**config.mk**
```make
export PLATFORM = sky130hd
export DESIGN_NAME = carfield_mailbox_unit
export DESIGN_NICKNAME = d
export VERILOG_FILES = /design/src/rtl/carfield_pkg.sv /design/src/rtl/carfield_mailbox_channel.sv /design/src/rtl/carfield_mailbox_unit.sv
export SDC_FILE = /design/constraint.sdc
export NUM_CORES = 1
export LEC_CHECK = 0
export ABC_AREA = 1
export ABC_CLOCK_PERIOD_IN_PS = 1200
export BUFFER_PORTS_ARGS = -buffer_cell sky130_fd_sc_hd__buf_2
export CAP_MARGIN = 20
export CORE_AREA = 2 2 55 57
export DETAILED_ROUTE_END_ITERATION = 12
export DIE_AREA = 0 0 57 59
export PLACE_DENSITY = 0.79
export SYNTH_ARGS = -nofsm -noshare
export SYNTH_HDL_FRONTEND = slang
export SYNTH_SLANG_ARGS = --single-unit
```
**constraint.sdc**
```tcl
create_clock -name clk_i -period 1.2 [get_ports clk_i]
set_input_delay 0.12 -clock clk_i [delete_from_list [all_inputs] [get_ports clk_i]]
set_output_delay 0.12 -clock clk_i [all_outputs]
set_load 0.05 [all_outputs]
```
**src/rtl/carfield_pkg.sv**
```systemverilog
// Carfield SCMI mailbox shared definitions: window placement, register map,
// channel stride and the per-channel control state type.
package carfield_pkg;

    localparam logic [31:0] ScmiMailboxBase = 32'h4000_0000;
    localparam logic [31:0] ScmiMailboxSize = 32'h0000_1000;
    localparam logic [11:0] ChannelStride   = 12'h040;

    typedef enum logic [5:0] {
        REG_STATUS     = 6'h00,
        REG_DOORBELL   = 6'h04,
        REG_COMPLETION = 6'h08,
        REG_FLAGS      = 6'h0C,
        REG_PAYLOAD0   = 6'h10
    } mbox_reg_e;

    typedef struct packed {
        logic channel_free;
        logic doorbell_pending;
        logic completion_pending;
        logic irq_en;
    } chan_state_t;

    localparam chan_state_t ChanStateRst = '{
        channel_free:       1'b1,
        doorbell_pending:   1'b0,
        completion_pending: 1'b0,
        irq_en:             1'b0
    };

endpackage

```
**src/rtl/carfield_mailbox_channel.sv**
```systemverilog
// One SCMI mailbox channel: control/pending flops, optional payload words
// (CARFIELD_MBOX_PAYLOAD_EN) and the channel's read mux.
module carfield_mailbox_channel
    import carfield_pkg::*;
#(
    parameter int unsigned PayloadWords = 8
) (
    input  logic        clk_i,
    input  logic        rst_ni,
    input  logic        we_i,
    input  logic [5:0]  reg_i,
    input  logic [31:0] wdata_i,
    output logic        doorbell_irq_o,
    output logic        completion_irq_o,
    output logic [31:0] rdata_o
);

    chan_state_t state_q, state_d;

    always_comb begin
        state_d = state_q;
        if (we_i) begin
            case (reg_i)
                REG_DOORBELL: begin
                    state_d.doorbell_pending = wdata_i[0];
                    if (wdata_i[0]) state_d.channel_free = 1'b0;
                end
                REG_COMPLETION: begin
                    state_d.completion_pending = wdata_i[0];
                    // Agent hands the channel back: host may reuse it.
                    if (wdata_i[0]) begin
                        state_d.channel_free     = 1'b1;
                        state_d.doorbell_pending = 1'b0;
                    end
                end
                REG_FLAGS: state_d.irq_en = wdata_i[0];
                default: ;
            endcase
        end
    end

    always_ff @(posedge clk_i or negedge rst_ni) begin
        if (!rst_ni) state_q <= ChanStateRst;
        else         state_q <= state_d;
    end

    assign doorbell_irq_o   = state_q.doorbell_pending;
    assign completion_irq_o = state_q.completion_pending & state_q.irq_en;

`ifdef CARFIELD_MBOX_PAYLOAD_EN
    logic [PayloadWords-1:0][31:0] payload_q, payload_d;

    always_comb begin
        payload_d = payload_q;
        if (we_i) begin
            for (int w = 0; w < PayloadWords; w++) begin
                if (reg_i == 6'(REG_PAYLOAD0) + 6'(4 * w)) payload_d[w] = wdata_i;
            end
        end
    end

    always_ff @(posedge clk_i or negedge rst_ni) begin
        if (!rst_ni) payload_q <= '0;
        else         payload_q <= payload_d;
    end
`else
    logic [31:0] unused_wdata;
    assign unused_wdata = {wdata_i[31:1], 1'b0} ^ 32'(PayloadWords);
`endif

    always_comb begin
        rdata_o = '0;
        case (reg_i)
            REG_STATUS:     rdata_o[0] = state_q.channel_free;
            REG_DOORBELL:   rdata_o[0] = state_q.doorbell_pending;
            REG_COMPLETION: rdata_o[0] = state_q.completion_pending;
            REG_FLAGS:      rdata_o[0] = state_q.irq_en;
            default: ;
        endcase
`ifdef CARFIELD_MBOX_PAYLOAD_EN
        for (int w = 0; w < PayloadWords; w++) begin
            if (reg_i == 6'(REG_PAYLOAD0) + 6'(4 * w)) rdata_o = payload_q[w];
        end
`endif
    end

endmodule

```
**src/rtl/carfield_mailbox_unit.sv**
```systemverilog
// Carfield SCMI mailbox: valid/ready register window over NumChannels channels.
// Payload storage is present only with CARFIELD_MBOX_PAYLOAD_EN defined.
module carfield_mailbox_unit
    import carfield_pkg::*;
#(
    parameter int unsigned NumChannels  = 2,
    parameter int unsigned PayloadWords = 8
) (
    input  logic                   clk_i,
    input  logic                   rst_ni,
    input  logic                   req_valid_i,
    output logic                   req_ready_o,
    input  logic                   req_write_i,
    input  logic [11:0]            req_addr_i,
    input  logic [31:0]            req_wdata_i,
    output logic                   rsp_valid_o,
    input  logic                   rsp_ready_i,
    output logic [31:0]            rsp_rdata_o,
    output logic                   rsp_error_o,
    output logic [NumChannels-1:0] doorbell_irq_o,
    output logic [NumChannels-1:0] completion_irq_o
);

`ifdef CARFIELD_MBOX_PAYLOAD_EN
    localparam bit PayloadEn = 1'b1;
`else
    localparam bit PayloadEn = 1'b0;
`endif

    logic        rsp_valid_q, rsp_valid_d;
    logic [31:0] rsp_rdata_q, rsp_rdata_d;
    logic        rsp_error_q, rsp_error_d;

    logic        accept;
    logic [5:0]  ch;
    logic [5:0]  off;
    logic        ch_ok, payload_hit, mapped, err;
    logic [31:0] rd_sel;

    logic [NumChannels-1:0] we;
    logic [31:0]            ch_rdata [NumChannels];

    assign req_ready_o = !rsp_valid_q || rsp_ready_i;
    assign accept      = req_valid_i && req_ready_o;

    assign ch  = req_addr_i[11:6];
    assign off = req_addr_i[5:0];

    assign ch_ok       = 32'(ch) < NumChannels;
    assign payload_hit = (off >= 6'(REG_PAYLOAD0)) &&
                         (((32'(off) - 32'h10) >> 2) < PayloadWords);
    // Aligned offsets below 0x10 are exactly the four control registers.
    assign mapped      = (off < 6'(REG_PAYLOAD0)) || (PayloadEn && payload_hit);
    assign err         = !ch_ok || (off[1:0] != 2'b00) || !mapped ||
                         (req_write_i && off == 6'(REG_STATUS));

    for (genvar c = 0; c < NumChannels; c++) begin : g_ch
        assign we[c] = accept && req_write_i && !err && (ch == 6'(c));

        carfield_mailbox_channel #(
            .PayloadWords (PayloadWords)
        ) u_ch (
            .clk_i            (clk_i),
            .rst_ni           (rst_ni),
            .we_i             (we[c]),
            .reg_i            (off),
            .wdata_i          (req_wdata_i),
            .doorbell_irq_o   (doorbell_irq_o[c]),
            .completion_irq_o (completion_irq_o[c]),
            .rdata_o          (ch_rdata[c])
        );
    end

    always_comb begin
        rd_sel = '0;
        for (int c = 0; c < NumChannels; c++) begin
            if (ch == 6'(c)) rd_sel = ch_rdata[c];
        end
    end

    // Read data is sampled from the pre-edge state, so it never sees its own
    // cycle's write; writes and errors return zero.
    always_comb begin
        rsp_valid_d = rsp_valid_q;
        rsp_rdata_d = rsp_rdata_q;
        rsp_error_d = rsp_error_q;
        if (accept) begin
            rsp_valid_d = 1'b1;
            rsp_error_d = err;
            rsp_rdata_d = (err || req_write_i) ? 32'h0 : rd_sel;
        end else if (rsp_ready_i) begin
            rsp_valid_d = 1'b0;
        end
    end

    always_ff @(posedge clk_i or negedge rst_ni) begin
        if (!rst_ni) begin
            rsp_valid_q <= 1'b0;
            rsp_rdata_q <= '0;
            rsp_error_q <= 1'b0;
        end else begin
            rsp_valid_q <= rsp_valid_d;
            rsp_rdata_q <= rsp_rdata_d;
            rsp_error_q <= rsp_error_d;
        end
    end

    assign rsp_valid_o = rsp_valid_q;
    assign rsp_rdata_o = rsp_rdata_q;
    assign rsp_error_o = rsp_error_q;

endmodule
```
Yosys cells after proc, flatten, opt, wreduce, memory -nomap -nowiden

Index checks and enable logic that the tools add are counted.

Add/sub/neg operators: 0
Multipliers: 0
Div/mod/pow operators: 0
Order comparisons: 2
Equality and inequality tests: 6
Shift-type cells: 0
Muxes and demuxes: 10
Bitwise gates (word level): 2
Reduce and logical (&&, ||, !) cells: 28

Operators with widths:

| cell                                                | number |
|---|---|
| equality test 6 x 4 -> 1 bit, second input constant | 2 |
| logical NOT 6 bit                                   | 2 |
| case mux 1 bit (4 select lines)                     | 2 |
| AND reduction 2 bit                                 | 4 |
| AND reduction 4 bit                                 | 2 |
| equality test 6 x 1 -> 1 bit, second input constant | 1 |
| equality test 6 x 3 -> 1 bit, second input constant | 1 |
| logical AND 1 bit                                   | 6 |
| < comparator 6 x 2 -> 1 bit, second input constant  | 1 |
| < comparator 6 x 5 -> 1 bit, second input constant  | 1 |
| two-way mux 1 bit                                   | 6 |
| AND reduction 3 bit                                 | 2 |
| nonzero test 2 bit                                  | 3 |
| logical OR 1 bit                                    | 5 |
| logical NOT 1 bit                                   | 4 |
| inequality test 2 bit, second input constant        | 2 |
| case mux 2 bit (2 select lines)                     | 1 |
| AND 1 bit                                           | 2 |
| two-way mux 2 bit                                   | 1 |

Register bits after elaboration: 42
Latch bits: 0
Memory bits (writable): 0
Memory bits (read-only): 0
Output and inout port bits: 39
Logic and storage cells: 59
Memories: 0

Logic depth before layout (Yosys ltp)

Word-level depth: 9
Gate-level depth with buffers: 10

Modules after synthesis

A second synthesis with hierarchy kept.

Cell total of the unflattened synthesis: 444
Area total of the unflattened synthesis: 3126.7 um^2

Modules (own cells, without submodules):

| module                   | instances | cells an instance | area an instance (um^2) |
|---|---|---|---|
| carfield_mailbox_unit    | 1         | 288               | 2048.2 |
| carfield_mailbox_channel | 2         | 78                | 539.3 |

Least setup slack after synthesis

No wires, ideal clock.

Kind: register to register
Start point: reg rsp_valid_q, in the netlist rsp_valid_o
End point: reg g_ch[0].u_ch.state_q[1] in the netlist's numbering
Library setup time: 0.118 ns
Arrival time: 1.731 ns
Required time: 1.082 ns
Slack: -0.649 ns
Stages on the path, launching flop included: 9
Clock period less this slack: 1.849 ns
Path through: dfrtp_1 nand2_1 nand2_1 nor2_1 nand2_2 nor2_4 nand2_1 nand2_1 nand2_1

Longest elaborated chain between the ends: 7

Ends and longest elaborated chain:

| element                         | RTL line                       | source |
|---|---|---|
| start: declaration              | carfield_mailbox_unit.sv:30    | `logic rsp_valid_q, rsp_valid_d;` |
| start signal: assignment        | carfield_mailbox_unit.sv:102   | `rsp_valid_q <= rsp_valid_d;` |
| logical NOT 1 bit               | carfield_mailbox_unit.sv:43    | `assign req_ready_o = !rsp_valid_q \|\| rsp_ready_i;` |
| logical OR 1 bit                | carfield_mailbox_unit.sv:43    |  |
| named net req_ready_o           | carfield_mailbox_unit.sv:12    | `output logic req_ready_o,` |
| logical AND 1 bit               | carfield_mailbox_unit.sv:44    | `assign accept = req_valid_i && req_ready_o;` |
| logical AND 1 bit (3 in series) | carfield_mailbox_unit.sv:58    | `assign we[c] = accept && req_write_i && !err && (ch == 6'(c));` |
| AND reduction 2 bit (no line)   | -                              |  |
| end signal: assignment          | carfield_mailbox_channel.sv:43 | `if (!rst_ni) state_q <= ChanStateRst;` |
| end signal: assignment          | carfield_mailbox_channel.sv:44 | `else state_q <= state_d;` |
| end: declaration                | carfield_mailbox_channel.sv:18 | `chan_state_t state_q, state_d;` |

The timed path passes the listed nets, and every way through them passes these cells.
A chain may end at the register's enable or synchronous reset.

Final worst setup path

Start point: reg rsp_valid_q, in the netlist rsp_valid_o
End point: reg g_ch[1].u_ch.state_q[3] in the netlist's numbering

Longest elaborated chain between the ends: 7

Ends and longest elaborated chain:

| element                         | RTL line |
|---|---|
| logical NOT 1 bit               | carfield_mailbox_unit.sv:43 |
| logical OR 1 bit                | carfield_mailbox_unit.sv:43 |
| logical AND 1 bit               | carfield_mailbox_unit.sv:44 |
| logical AND 1 bit (3 in series) | carfield_mailbox_unit.sv:58 |
| AND reduction 4 bit (no line)   | - |
| end signal: assignment          | carfield_mailbox_channel.sv:43 |
| end signal: assignment          | carfield_mailbox_channel.sv:44 |
| end: declaration                | carfield_mailbox_channel.sv:18 |

Every way passes these cells.

==> impl_summary.txt <==
----------------------------------------------------
[Outcome]
  Status ... finished, violations left
  Failing checks ... setup timing

[Die]
  Placeable core region ... 2710 um2
  Placement Rows ... 19
  Total die area ... 3360 um2
  Y dimension of the die ... between 50 and 60 um
  Width of the die ... 57 um
  Initial Util ... between 30% and 40%
  Top Ports ... 88

[Critical path]
  Required @ worst endpoint ... 1.40 ns
  Top Family by Delay on Critical Path ... simple AND/OR/NAND/NOR gates
  Longest individual stage delay on the worst path ... between 0.4 and 0.5 ns
  Setup Crit Path Kind ... flip-flop to flip-flop
  Worst reg2reg path depth ... 8
  Cell count along the critical path ... 8
  Arrival time of data at the critical path endpoint ... roughly 1.4 ns
  Ordered list of cells on the worst path ... nand2_8 > nand2_4 > nor2_2 > nand3b_1 > nor2_4 > nand3_1 > nand2_1 > nand2_1
  Count of buffer and inverter cells on the critical path ... 0
  CP max stage cell ... sky130_fd_sc_hd__dfrtp_2
  Top fanout value on the critical path ... 4
  Startpoint types ... flip-flop
  Cell with the most instances on the worst path ... sky130_fd_sc_hd__nand2_1
  Sort of element at the end of the critical path ... flip-flop

[Global route]
  Number of antenna violations at the first check in global routing ... 0
  Global-route wire length before repair ... about 2.8 mm
  Vias in the first global route ... a little over 700
  Overflow left after global routing ... 0
  Pin count of the biggest net entering global routing ... 12
  Overall global routing resource usage ... 10.8%

[Finish]
  Inserted Diodes ... 0
  Fin nets ... 239
  Final Cell Area ... ~1200 um2
  Area growth from synthesis to layout ... 15.6%
  Filler Cell Count ... roughly 300
  Core occupancy in the finished layout ... ~44%
  Share of post-route cells with drive strength above 1 ... roughly 29%
  Most common cell after layout, fill and taps aside ... sky130_fd_sc_hd__nand2_1
  Commonest non-fill, non-tap cells in the layout ... 38 x sky130_fd_sc_hd__nand2_1, 31 x sky130_fd_sc_hd__conb_1, 24 x sky130_fd_sc_hd__buf_2

[Detailed routing]
  Pre-antenna DRT Iters ... 4
  Vias ... 888
  Vias per inst ... roughly 4.0
  Number of DRC markers after the initial detailed-route iteration ... 19
  Average wire per cell in the routed design ... around 8.4 um
  Routed Antenna Nets ... 0
  Total Routed Length ... 1.85 mm
  # DRC ... 0

[Placed design]
  Post-place setup slack ... -0.0745 ns
  Number of port buffers ... 25
  Final GP Congestion ... 0.869
  Post-Place Cell Area ... 1110 um2
  Hpwl dp ... ~1.5 mm

[STA]
  Max Fclk ... about 800 MHz
  Total negative slack for setup checks ... -0.119 ns
  Setup skew after layout ... between 0.001 and 0.0015 ns
  Shortest clock period the worst path allows after layout ... 1.24 ns
  Number of setup violations in the final report ... 4
  Worst path setup slack after routing ... -0.0445 ns
  Max-slew violation count ... 0
  Endpoints failing hold ... 0
  Unrepaired setup endpoints after global routing ... yes
  Final period util ... 104%

[Synth]
  Number of distinct library cells after synthesis ... 17
  Avg Synthesized Cell Area ... between 6 and 7 um2
  Share of cell area taken by muxes after synthesis ... 0%
  Fraction of synthesized cell area in xor and xnor cells ... 0%
  Share of the synthesized area in the top cell type ... 25.7%
  Area fraction in compound gates after synthesis ... less than 1%
  Share of the yosys chip area belonging to registers ... a little over a quarter
  Netlist area before placement ... between 1000 and 1500 um2
  Synth Area in Simple Gates ... a little under two fifths
  Synth Warn # ... 0
  Library cell occupying the most area in the post-synthesis netlist ... sky130_fd_sc_hd__buf_4
  Largest cells by area after synthesis ... sky130_fd_sc_hd__buf_4 26%, sky130_fd_sc_hd__dfrtp_1 22%, sky130_fd_sc_hd__nand2_1 15%
  Flip-flop and latch count after synthesis ... 11
  Combinational family with the most area after synthesis ... simple AND/OR/NAND/NOR gates
  Post-synthesis share of cell area spent on full adders, half adders and majority gates ... 0%
  Cell count after synthesis ... ~160

[Clock tree]
  Clk buf depth ... 2
  Number of buffers inserted during clock tree synthesis ... 3
  Total number of H-tree levels ... 1
  Clock-pin transition on the worst setup and hold timing paths ... 0.07 ns
  TritonCTS clock tree ... yes
  Sink Count ... 11
  Latest clock arrival within the worst-skew pair ... around 0.26 ns
  Cell at the root of the clock tree ... sky130_fd_sc_hd__clkbuf_4

[Power]
  Cell Pwr Density ... roughly 850 nW/um2
  Largest voltage drop on the vdd net ... around 0.4 mV
  Static leakage ... slightly below 0.7 nW

[Worst hold path]
  Type of the tightest min-delay check ... primary input to flip-flop
  Worst Hold Path Cells ... 3

[Job]
  # Max-Cap Violations ... 0

----------------------------------------------------
-- layout make-up --
| cell class | count | area (um2) | share of cell area (%) |
|---|---|---|---|
| tap | 31 | 38.8 | 3.28 |
| timing repair buffer | 34 | 198 | 16.7 |
| clock buffer | 4 | 26.3 | 2.22 |
| multi-input combinational | 118 | 559 | 47.3 |
| sequential | 11 | 279 | 23.6 |
| inverter | 22 | 82.6 | 6.98 |
-- cell families (layout without fill, tap and decap cells) --
logic type,Yosys count,in the layout
AO/OA/AOI/OAI,2,2
buffers and inverters,57,60
flip-flops,11,11
other,1,31
AND/OR/NAND/NOR,85,85
-- metal layers --
| layer | up-vias | track usage (%) | wire [um] |
|---|---|---|---|
| met5 | - | 0 | 0 |
| met4 | 0 | 5.98 | 20 |
| met3 | 4 | 1.97 | 130 |
| met2 | 38 | 17.7 | 907 |
| met1 | 379 | 13.3 | 787 |
| li1 | 467 | - | - |
-- Yosys cell counts --
master / instances
sky130_fd_sc_hd__nor2_2: 1
sky130_fd_sc_hd__conb_1: 1
sky130_fd_sc_hd__dfrtp_1: 9
sky130_fd_sc_hd__nand3_1: 12
sky130_fd_sc_hd__nand2_2: 2
sky130_fd_sc_hd__buf_4: 35
sky130_fd_sc_hd__nor3_2: 1
sky130_fd_sc_hd__nor2_1: 22
sky130_fd_sc_hd__nor2_4: 4
sky130_fd_sc_hd__inv_1: 21
sky130_fd_sc_hd__nor3_1: 1
sky130_fd_sc_hd__a21oi_1: 1
sky130_fd_sc_hd__o21ai_0: 1
sky130_fd_sc_hd__inv_2: 1
sky130_fd_sc_hd__dfstp_2: 2
sky130_fd_sc_hd__nand2_1: 40
sky130_fd_sc_hd__nand3b_1: 2
-- worst register-to-register path: stages (launching register included) --
cell and delay (ns):
sky130_fd_sc_hd__dfrtp_2 0.44, sky130_fd_sc_hd__nand2_8 0.07, sky130_fd_sc_hd__nand2_4 0.06, sky130_fd_sc_hd__nor2_2 0.07
sky130_fd_sc_hd__nand3b_1 0.16, sky130_fd_sc_hd__nor2_4 0.18, sky130_fd_sc_hd__nand3_1 0.09, sky130_fd_sc_hd__nand2_1 0.06
sky130_fd_sc_hd__nand2_1 0.05
-- state kept, by name (all words and copies together), names as in the netlist --
| name | count |
|---|---|
| rsp_error_o | 1 |
| g_ch.u_ch.doorbell_irq_o | 2 |
| rsp_rdata_o | 1 |
| rsp_valid_o | 1 |
| g_ch.u_ch.state_q | 6 |
-- metrics by stage --
step	hold slack [ns]	power, mW	std cells
after global placement	0.00308	0.758	213
after global routing	0.128	1.06	220
after detailed placement	0.00391	0.760	213
after CTS	0.120	1.01	219
after floorplan	-0.176	0.769	186
final	0.132	1.01	220
-- path summary, 6_finish.rpt --
kind,start,end,slack [ns]
max reg2reg,rsp_valid_o$_DFFE_PN0P_,g_ch[1].u_ch.state_q[3]$_DFFE_PN1P_,-0.04
min,req_wdata_i[0],g_ch[0].u_ch.state_q[0]$_DFFE_PN0P_,0.13
max,rsp_valid_o$_DFFE_PN0P_,g_ch[1].u_ch.state_q[3]$_DFFE_PN1P_,-0.04
max in group asynchronous,rst_ni,g_ch[0].u_ch.state_q[3]$_DFFE_PN1P_,0.65
min in group asynchronous,rst_ni,g_ch[0].u_ch.state_q[1]$_DFFE_PN0P_,0.29
min reg2reg,g_ch[0].u_ch.state_q[3]$_DFFE_PN1P_,g_ch[0].u_ch.state_q[3]$_DFFE_PN1P_,0.46
-- what timing repair did --
item	4_1_cts	5_1_grt
endpoints found under the setup margin	2	10
gates resized for setup	0	6
hold endpoints to repair	11	0
pin swaps	0	5
hold buffers	1	0
buffers inserted	1	1
-- power breakdown --
part	switching, mW	internal, mW
clock	0.117	0.129
sequential	0.00793	0.380
combinational	0.316	0.0603
No activity file was read; power rests on OpenSTA's default activity.
